--- src/rtl/r_bus_rr_arbiter.sv ---
// ---------------------------------------------------------------------------
// r_bus_rr_arbiter
//
// Shares the single register-file read port among NUM_REQ read masters. The
// arbiter runs one transaction at a time. The grant is held until the
// downstream handshake completes or the watchdog aborts the read. Read data
// is broadcast on s_data, and only the granted master gets an s_ready strobe.
//
// Parameters
//   NUM_REQ   number of requesting masters (2..8)
//   TIMEOUT   maximum BUSY cycles without m_ready before abort (1..65535)
//   ERR_DATA  word returned to the master on an aborted read
//
// Ports
//   clk          clock
//   rstn         synchronous reset, active-low
//   s_valid      per-master read request
//   s_addr       per-master address; master i uses bits [8i+7:8i]
//   s_ready      per-master completion strobe, one-hot or zero
//   s_data       read data, meaningful only with the master's s_ready
//   m_valid      downstream read request
//   m_addr       downstream address
//   m_ready      downstream acceptance; m_data valid in the same cycle
//   m_data       downstream read data
//   grant_idx    index of the current or last granted master
//   busy         high while a transaction is outstanding
//   timeout_err  sticky abort flag, cleared only by reset
// ---------------------------------------------------------------------------
module r_bus_rr_arbiter #(
  parameter int          NUM_REQ  = 4,
  parameter int          TIMEOUT  = 1024,
  parameter logic [31:0] ERR_DATA = 32'hDEAD_BEEF
) (
  input  logic                 clk,
  input  logic                 rstn,
  input  logic [NUM_REQ-1:0]   s_valid,
  input  logic [NUM_REQ*8-1:0] s_addr,
  output logic [NUM_REQ-1:0]   s_ready,
  output logic [31:0]          s_data,
  output logic                 m_valid,
  output logic [7:0]           m_addr,
  input  logic                 m_ready,
  input  logic [31:0]          m_data,
  output logic [2:0]           grant_idx,
  output logic                 busy,
  output logic                 timeout_err
);

  typedef enum logic {
    STT_IDLE,
    STT_BUSY
  } state_t;

  localparam logic [2:0]  LAST_IDX = 3'(NUM_REQ - 1);
  localparam logic [15:0] CNT_LAST = 16'(TIMEOUT - 1);

  state_t      state,       state_nxt;
  logic [2:0]  rr_ptr,      rr_ptr_nxt;
  logic [2:0]  grant_nxt;
  logic        m_valid_nxt;
  logic [7:0]  m_addr_nxt;
  logic [15:0] wait_cnt,    wait_cnt_nxt;
  logic        terr_nxt;

  logic        found_hi, found_lo;
  logic [2:0]  pick_hi,  pick_lo, pick;
  logic [7:0]  pick_addr;
  logic        at_limit, done, abort;

  // Round-robin search: the first requester at or above rr_ptr wins.
  // Otherwise the search wraps to the lowest-numbered requester.
  // NOTE: every variable written in an always_comb gets a default first.
  // A path that leaves one unassigned would infer a latch.
  always_comb begin
    found_hi  = 1'b0;
    found_lo  = 1'b0;
    pick_hi   = '0;
    pick_lo   = '0;
    pick_addr = '0;
    for (int i = 0; i < NUM_REQ; i++) begin
      if (s_valid[i] && (3'(i) >= rr_ptr) && !found_hi) begin
        found_hi = 1'b1;
        pick_hi  = 3'(i);
      end
      if (s_valid[i] && !found_lo) begin
        found_lo = 1'b1;
        pick_lo  = 3'(i);
      end
    end
    pick = found_hi ? pick_hi : pick_lo;
    for (int i = 0; i < NUM_REQ; i++) begin
      if (pick == 3'(i)) pick_addr = s_addr[8*i +: 8];
    end
  end

  // Completion happens on a handshake or on watchdog expiry. The handshake
  // has priority when both occur in the same cycle.
  assign busy     = (state == STT_BUSY);
  assign at_limit = (wait_cnt == CNT_LAST);
  assign done     = busy && (m_ready || at_limit);
  assign abort    = busy && !m_ready && at_limit;

  always_comb begin
    s_data = '0;
    if (done) s_data = m_ready ? m_data : ERR_DATA;
  end

  for (genvar i = 0; i < NUM_REQ; i++) begin : g_ready
    assign s_ready[i] = done && (grant_idx == 3'(i));
  end

  // Next-state and next-register logic
  always_comb begin
    state_nxt    = state;
    rr_ptr_nxt   = rr_ptr;
    grant_nxt    = grant_idx;
    m_valid_nxt  = m_valid;
    m_addr_nxt   = m_addr;
    wait_cnt_nxt = wait_cnt;
    terr_nxt     = timeout_err;
    case (state)
      STT_IDLE: begin
        if (found_lo) begin
          grant_nxt    = pick;
          m_addr_nxt   = pick_addr;
          m_valid_nxt  = 1'b1;
          wait_cnt_nxt = '0;
          state_nxt    = STT_BUSY;
        end
      end
      STT_BUSY: begin
        if (done) begin
          m_valid_nxt = 1'b0;
          rr_ptr_nxt  = (grant_idx == LAST_IDX) ? 3'd0 : grant_idx + 3'd1;
          state_nxt   = STT_IDLE;
          if (abort) terr_nxt = 1'b1;
        end else begin
          wait_cnt_nxt = wait_cnt + 16'd1;
        end
      end
      default: state_nxt = STT_IDLE;
    endcase
  end

  // NOTE: registers use non-blocking assignments so that every flop samples
  // pre-edge values regardless of statement order. Reset is synchronous and
  // is therefore not in the sensitivity list.
  always_ff @(posedge clk) begin
    if (!rstn) begin
      state       <= STT_IDLE;
      rr_ptr      <= '0;
      grant_idx   <= '0;
      m_valid     <= 1'b0;
      m_addr      <= '0;
      wait_cnt    <= '0;
      timeout_err <= 1'b0;
    end else begin
      state       <= state_nxt;
      rr_ptr      <= rr_ptr_nxt;
      grant_idx   <= grant_nxt;
      m_valid     <= m_valid_nxt;
      m_addr      <= m_addr_nxt;
      wait_cnt    <= wait_cnt_nxt;
      timeout_err <= terr_nxt;
    end
  end

endmodule

--- config.mk ---
export PLATFORM = sky130hd
export DESIGN_NAME = r_bus_rr_arbiter
export DESIGN_NICKNAME = d
export VERILOG_FILES = /design/src/rtl/r_bus_rr_arbiter.sv
export SDC_FILE = /design/constraint.sdc
export NUM_CORES = 1
export LEC_CHECK = 0
export CAP_MARGIN = 10
export CORE_MARGIN = 3
export CORE_UTILIZATION = 57
export CTS_CLUSTER_SIZE = 14
export DETAILED_ROUTE_END_ITERATION = 8
export DONT_BUFFER_PORTS = 1
export GPL_TIMING_DRIVEN = 0
export PLACE_DENSITY = 0.75
export SKIP_LAST_GASP = 1
export SLEW_MARGIN = 20
export SYNTH_ARGS = -nofsm -noshare
export SYNTH_HDL_FRONTEND = slang
export SYNTH_SLANG_ARGS = --single-unit
--- constraint.sdc ---
create_clock -name clk -period 1.87 [get_ports clk]
set_input_delay 0.374 -clock clk [delete_from_list [all_inputs] [get_ports clk]]
set_output_delay 0.374 -clock clk [all_outputs]
set_load 0.05 [all_outputs]
-- After elaboration in Yosys (flattened, before gate mapping)
Cells that the tools add are included.
W data, S select, Z words.
- register bits: 33
- input port bits: 71
- output and inout port bits: 50
- logic and storage cells: 87
- add/sub/neg operators: 2
- $lt $le $gt $ge: 4
- equal/unequal tests: 10
- multiplexer cells: 31
- bitwise operators: 1
- reductions and logical operators: 32
- operators by type and width (kind ; number):
    $mux W32 ; 2
    $mux W16 ; 2
    $mux W8 ; 4
    $pmux W16 S2 ; 1
    $mux W3 ; 6
    $logic_and A1 B1 Y1 ; 17
    $add A16 B1 Y16 const B ; 1
    $eq A16 B10 Y1 const B ; 1
    $mux W1 ; 14
    $eq A3 B2 Y1 const B ; 4
    $reduce_and A2 Y1 ; 4
    $logic_not A1 Y1 ; 7
    $eq A3 B1 Y1 const B ; 2
    $ge A1 B3 Y1 const A ; 2
    $ge A2 B3 Y1 const A ; 2
    $logic_not A3 Y1 ; 2
    $ne A2 B2 Y1 const B ; 2
    $pmux W1 S2 ; 2
    $add A3 B1 Y3 const B ; 1
    $reduce_and A3 Y1 ; 1
    $ne A2 B1 Y1 const B ; 1
    $logic_or A1 B1 Y1 ; 1
    $not A1 Y1 ; 1

-- Depth between registers and ports, before layout
Gate-level depths: netlist of run 1.
- depth in word-level cells: 18
- gate-level depth with buffers: 7
- mapped depth without buffers: 5

-- Worst setup path after synthesis of run 1
No wires, ideal clock.
- path kind: register to output
- start point: reg wait_cnt[11]
- end point: out s_data[0]
- arrival time: 2.401 ns
- required time: 1.496 ns
- slack: -0.905 ns
- cell stages (with the launch flop): 5
- buffers on the path: 0
- cells stage by stage: dfxtp_1 -> nor4_2 -> nand3_2 -> or3_4 -> a21boi_0
- word-level cells in the longest chain between the ends: 4
- RTL lines (item ; RTL line ; RTL):
    from (decl) ; 62 ; logic [15:0] wait_cnt, wait_cnt_nxt;
    from (signal assigned) ; 163 ; wait_cnt <= wait_cnt_nxt;
    $eq A16 B10 Y1 ; 99 ; assign at_limit = (wait_cnt == CNT_LAST);
    $logic_or A1 B1 Y1 ; 100 ; assign done = busy && (m_ready || at_limit);
    $logic_and A1 B1 Y1 ; 100 ;
    $mux W32 ; 105 ; if (done) s_data = m_ready ? m_data : ERR_DATA;
    to (decl) ; 39 ; output logic [31:0] s_data,
Every way passes these cells.

-- Worst setup path in the final report of run 1
- start point: reg wait_cnt[14]
- end point: out s_data[28]
Same word-level chain as after synthesis.

==> results.sh, run 1 <==
export IMPL_cts_inserted_buffers=5
export IMPL_nets=363
export IMPL_path_clk_slew_ns=0.06
export IMPL_end_kind="output port"
export IMPL_syn_area_per_cell_sq_um=8.27
export IMPL_vias_per_cell=6.04
export IMPL_drt_first_iter_violations=116
export IMPL_rsz0062_at_grt="yes"
export IMPL_dr_pass1_iters=4
export IMPL_power_leakage_uw=0.00107
export IMPL_fin_skew_ns=0.00152
export IMPL_dieArea_sq_um=4590
export IMPL_max_slew_margin_rel_pct=57.5
export IMPL_layout_drive_gt1_share_pct=32.3
export IMPL_cts_hold_buffers_added=0
export IMPL_cts_buffer_depth=2
export IMPL_totalWireLength_mm=5.96
export IMPL_grt_pass1_wl_mm=9.18
export IMPL_num_vias=2016
export IMPL_fin_ws_ns=-0.652
export IMPL_hold_ws_ns=0.236
export IMPL_netlist_instances=263
export IMPL_die_w_um=67.8
export IMPL_cts_tree="done"
export IMPL_path_class="flip-flop to output port"
export IMPL_syn_nets=339
export IMPL_status="finished, violations left"
export IMPL_drc=0
export IMPL_worst_slew_pin_slew_ns=0.637
export IMPL_fmax_mhz=396
export IMPL_critPathMaxFanout=7
export IMPL_grt_ovfl_total=0
export IMPL_cap_violations=0
export IMPL_antenna_found_initial=0
export IMPL_antennaDiodeCount=0
export IMPL_crit_required_ns=1.50
export IMPL_antenna_left=0
export IMPL_wl_per_cell_um=17.8
export IMPL_hold_viol_final=0
export IMPL_timing_final_crit_period_ns=2.52
export IMPL_violations="negative setup slack"
export IMPL_ys_types=42
export IMPL_cp_arrival_ns=2.15
export IMPL_ir_worst_vdd_mv=0.643
export IMPL_rows=21
export IMPL_synth_seq_cells=31
export IMPL_p_per_area_nw_per_um2=624
export IMPL_ios=121
export IMPL_ctsHtreeMaxLevel=2
export IMPL_core_sq_um=3490
export IMPL_grt_max_degree=11
export IMPL_min_path_type="input pin to flip-flop"
export IMPL_setup_viol=28
export IMPL_die_y_um=67.8
export IMPL_fillers=229
export IMPL_syn_cell_area_sq_um=2180
export IMPL_post_route_period_util_pct=135
export IMPL_area_growth_synth_to_final_pct=29.5
export IMPL_port_buffers=0
export IMPL_worst_setup_path_start_kind="flip-flop"
export IMPL_synth_edf_count=0
export IMPL_place_hpwl_mm=3.95
export IMPL_synth_seq_area_share_pct=28.5
export IMPL_root_buffer="clkbuf_8"
export IMPL_slew_viol_final=0
export IMPL_grt_pass1_vias=1911
export IMPL_track_usage_pct=26.9
export IMPL_async_flop_share_pct=0
export IMPL_finalPower_uw=1760
export IMPL_yosysWarningCount=0
export IMPL_cts_sinks=31
export IMPL_initial_core_util_pct=62.3
export IMPL_clock_latency_ns=0.28
export IMPL_synthFlopType="dfxtp_1"
export IMPL_place_gp_congestion=0.759
==> cells in the final DEF, fill, tap and decap left out, drive strengths merged, types with 5 or more instances in the layout <==
cell type | netlist | routed
nand2 | 45 | 45
dfxtp | 31 | 31
a21boi | 28 | 28
buf | 9 | 26
nor2 | 20 | 20
mux2i | 19 | 19
clkbuf | 11 | 18
and3 | 12 | 12
o221ai | 8 | 8
and2 | 8 | 8
xor2 | 7 | 7
nand3 | 7 | 7
o21a | 7 | 7
a21oi | 5 | 5
ha | 5 | 5
o21ai | 5 | 5
==> worst max-delay path, stage by stage (launching register included) <==
cell	delay, ns
dfxtp_4	0.35
nor4_4	0.36
nand3_4	0.11
or3_4	0.37
buf_12	0.16
buf_12	0.14
a21boi_4	0.37
==> area by class of cell <==
type | count | area, sq um | area share [%]
Sequential cell | 31 | 643 | 22.8
Timing Repair Buffer | 19 | 183 | 6.48
Tap cell | 46 | 57.6 | 2.04
Clock inverter | 1 | 5.00 | 0.178
Inverter | 3 | 11.3 | 0.400
Buffer | 18 | 125 | 4.44
Multi-Input combinational cell | 209 | 1720 | 60.9
Clock buffer | 7 | 76.3 | 2.71
==> registers in the layout (all words and copies together), names as in the netlist <==
signal       flops
grant_idx        2
m_addr           8
m_valid          1
wait_cnt        16
timeout_err      1
rr_ptr           2
busy             1
==> through the flow <==
step                instances  worst slack, ns  area, sq um  util (%)  TNS (ns)
detailed placement        309           -0.469         2440      69.8    -11.93
global placement          309           -0.438         2440      69.8    -11.23
CTS                       333           -0.629         2800      80.2    -15.96
finish                    334           -0.652         2820      80.6    -16.41
global route              334           -0.706         2820      80.6    -18.46
floorplan                 263           -0.309         2380         -     -7.15
==> report_power, final <==
| part | internal (uW) | total (uW) | switching (uW) |
|---|---|---|---|
| sequential | 689 | 814 | 126 |
| combinational | 161 | 429 | 268 |
| clock | 261 | 514 | 253 |
| total | 1110 | 1760 | 647 |
==> cell usage after synthesis, drive strengths merged, types with 2 or more instances <==
master   instances  area [sq um]
o21ai            5          25.0
nand4            4          31.3
nor4             2          18.8
clkbuf          11          41.3
o21a             7          52.6
or2              3          18.8
mux2i           19           190
and2             8          50.1
buf              9          65.1
xor2             7          61.3
nand2           45           169
and3            12          75.1
o221ai           8          70.1
o211ai           2          15.0
nor3             4          20.0
nand3            7          40.0
o2111ai          3          26.3
dfxtp           31           621
xnor2            3          26.3
ha               5          62.6
a211oi           2          15.0
a21boi          28           285
a21oi            5          25.0
nor2            20          75.1
inv              3          11.3
nor2b            2          20.0
==> routing by layer <==
layer  part of all wire, %  routed length, um  GRT usage (%)
met2                    51               3050           49.9
met1                    35               2110           26.6
met3                   9.6                572           8.99
met4                   3.8                225           12.7
met5                     0                  0              0
==> repair_timing <==
| item | in CTS | in global routing |
|---|---|---|
| gates cloned | 2 | 0 |
| buffers inserted | 15 | 3 |
| setup endpoints to repair | 40 | 48 |
| pin swaps | 18 | 13 |
| gates resized for setup | 37 | 14 |
| hold endpoints to repair | 0 | 0 |
==> cell families after synthesis <==
family                   count (synthesis)  share of synthesized area (%)
AO/OA/AOI/OAI                           62                           24.3
XOR/XNOR                                10                           4.03
adder cells (fa/ha/maj)                  5                           2.88
buffers and inverters                   23                           5.41
flip-flops                              31                           28.5
multiplexers                            19                           8.74
other                                    1                          0.172
AND/OR/NAND/NOR                        112                           25.9
==> worst paths after layout <==
path                              startpoint            to  slack [ns]  cells past startpoint
worst max-delay path            wait_cnt[14]    s_data[28]       -0.65                      6
worst min-delay path                    rstn   wait_cnt[1]        0.24                      1
worst max register to register          busy  wait_cnt[11]        0.03                      7
worst min register to register     rr_ptr[0]     rr_ptr[0]        0.48                      2
Power figures use the tool's default switching activity.
==> run 2, diff against run 1 <==
--- a/config.mk
+++ b/config.mk
@@ -6,13 +6,16 @@
 export NUM_CORES = 1
 export LEC_CHECK = 0
 export CAP_MARGIN = 10
+export CELL_PAD_IN_SITES_DETAIL_PLACEMENT = 2
+export CELL_PAD_IN_SITES_GLOBAL_PLACEMENT = 2
 export CORE_MARGIN = 3
-export CORE_UTILIZATION = 57
+export CORE_UTILIZATION = 30
 export CTS_CLUSTER_SIZE = 14
 export DETAILED_ROUTE_END_ITERATION = 8
 export DONT_BUFFER_PORTS = 1
 export GPL_TIMING_DRIVEN = 0
-export PLACE_DENSITY = 0.75
+export PLACE_DENSITY_LB_ADDON = 0.1
+export RECOVER_POWER = 25
 export SKIP_LAST_GASP = 1
 export SLEW_MARGIN = 20
 export SYNTH_ARGS = -nofsm -noshare
==> run 2 against run 1 <==
- the flow still finishes with violations (negative setup slack)
- global-route usage decreased by 9.6 points
- sequential cell count unchanged
- core utilization fell by 38 points
- highest routed layer unchanged
- non-clock buffer count fell by 1
- critical path type unchanged
==> results.sh, run 2 (synthesized netlist as in run 1, its figures left out) <==
export IMPL_use_met2_pct=31.1
export IMPL_root_buffer="clkbuf_8"
export IMPL_violations="negative setup slack"
export IMPL_rows=30
export IMPL_use_met1_pct=19.8
export IMPL_dr_pass1_iters=3
export IMPL_grt_pass1_vias=2264
export IMPL_port_buffers=0
export IMPL_crit_required_ns=1.50
export IMPL_p_switching_uw=680
export IMPL_cts_inserted_buffers=5
export IMPL_initial_core_util_pct=31.5
export IMPL_busiest_layer="met2"
export IMPL_num_vias=2027
export IMPL_preCtsSetupSlack_ns=-0.537
export IMPL_cts_hold_buffers_added=0
export IMPL_path_class="flip-flop to output port"
export IMPL_slew_viol_final=0
export IMPL_max_slew_margin_rel_pct=54.5
export IMPL_worst_setup_path_start_kind="flip-flop"
export IMPL_cts_buffer_depth=2
export IMPL_hold_viol_final=0
export IMPL_fmax_mhz=392
export IMPL_dieArea_sq_um=8310
export IMPL_totalWireLength_mm=7.04
export IMPL_min_path_type="input pin to flip-flop"
export IMPL_largest_reg_flops=16
export IMPL_place_hpwl_mm=5.07
export IMPL_power_leakage_uw=0.00109
export IMPL_drt_first_iter_violations=39
export IMPL_reg_largest_list="wait_cnt: 16 flops, m_addr: 8 flops"
export IMPL_critPathMaxFanout=8
export IMPL_cts_sinks=31
export IMPL_ctsHtreeMaxLevel=2
export IMPL_fin_skew_ns=0.00473
export IMPL_nets=362
export IMPL_layout_drive_gt1_share_pct=34.1
export IMPL_layout_commonest_cell="nand2_1"
export IMPL_grtUsageMet3_pct=4.64
export IMPL_antenna_found_initial=0
export IMPL_track_usage_pct=17.4
export IMPL_post_route_period_util_pct=136
export IMPL_place_gp_congestion=0.742
export IMPL_timing_final_crit_period_ns=2.55
export IMPL_combPwrFrac_pct=25.1
export IMPL_regMostFlops="wait_cnt"
export IMPL_ir_worst_vdd_mv=0.288
export IMPL_final_cell_mix="nand2_1 (45), a21boi_4 (24), dfxtp_1 (22)"
export IMPL_setup_viol=43
export IMPL_cts_tree="done"
export IMPL_cap_violations=0
export IMPL_fin_ws_ns=-0.679
export IMPL_post_route_util_pct=42.4
export IMPL_grt_pass1_wl_mm=11.7
export IMPL_r2r_cells=7
export IMPL_worst_slew_pin_slew_ns=0.681
export IMPL_clock_latency_ns=0.29
export IMPL_drc=0
export IMPL_rsz0062_at_grt="yes"
export IMPL_p_sw_share_pct=37.6
export IMPL_grt_ovfl_total=0
export IMPL_power_frac_seq_pct=45.3
export IMPL_p_per_area_nw_per_um2=616
export IMPL_pwr_share_clk_pct=29.6
export IMPL_core_sq_um=6910
export IMPL_die_w_um=91.2
export IMPL_antennaDiodeCount=0
export IMPL_fillers=778
export IMPL_cp_arrival_ns=2.18
export IMPL_path_clk_slew_ns=0.07
export IMPL_intPower_uw=1130
export IMPL_fin_setup_tns_ns=-19.56
export IMPL_area_growth_synth_to_final_pct=34.7
export IMPL_wl_per_cell_um=18.4
export IMPL_status="finished, violations left"
export IMPL_vias_per_cell=5.29
export IMPL_die_y_um=91.2
export IMPL_end_kind="output port"
export IMPL_ios=121
export IMPL_antenna_left=0
export IMPL_grt_max_degree=11
export IMPL_holdPathStages=2
run 2: cell types whose count changed in the layout (fill, tap and decap cells not counted), sizes merged:
cell | previous run | this run
clkbuf | 18 | 14
buf | 26 | 28
clkinvlp | 0 | 1
run 2: worst max-delay path: stages (launching register included):
cell      delay [ns]
dfxtp_1         0.37
nand3_1         0.12
or2_4           0.32
or3_4           0.42
buf_12          0.15
buf_12          0.14
a21boi_4        0.36
run 2: path summary, 6_finish.rpt:
check / end / startpoint / slack, ns
min reg2reg: rr_ptr[0] / rr_ptr[0] / 0.50
max reg2reg: wait_cnt[11] / busy / -0.19
max: s_data[25] / wait_cnt[7] / -0.68
min: rr_ptr[1] / rstn / 0.22
run 2: layer usage:
metal  share of wire [%]  wire (um)  vias to the layer above
li1                    -          -                      973
met1                  40       2800                      991
met2                  54       3780                       55
met3                 5.2        365                        8
met4                 1.3         94                        0
met5                   0          0                        -
run 2: area by class of cell:
type,count,area (sq um),share of cell area [%]
buffer,16,129,4.40
clock buffer,6,72.6,2.48
clock inverter,2,12.5,0.427
inverter,3,11.3,0.384
multi-input combinational,209,1730,59.0
sequential,31,634,21.6
tap,96,120,4.10
timing repair buffer,20,223,7.60
run 2: through the flow:
stage                     std cells  total power (uW)  hold slack (ns)  area [sq um]
after floorplan                 263              1190            0.448          2380
after global placement          359              1250            0.468          2500
after detailed placement        359              1250            0.485          2500
after CTS                       382              1830            0.206          2890
after global routing            383              1910            0.220          2930
final                           383              1810            0.219          2930
run 2: power by group through the flow:
stage          Sequential [uW]  Clock [uW]  Combinational, uW
6_report                   818         535                454
5_1_grt                    825         588                493
4_1_cts                    820         560                447
3_5_place_dp               836           0                418
3_3_place_gp               836           0                409
2_1_floorplan              825           0                361
run 2: timing repair:
action,4_1_cts,5_1_grt
pin swaps,17,10
endpoints found under the setup margin,52,62
cloned,2,0
buffers inserted,14,4
gates resized for setup,44,13
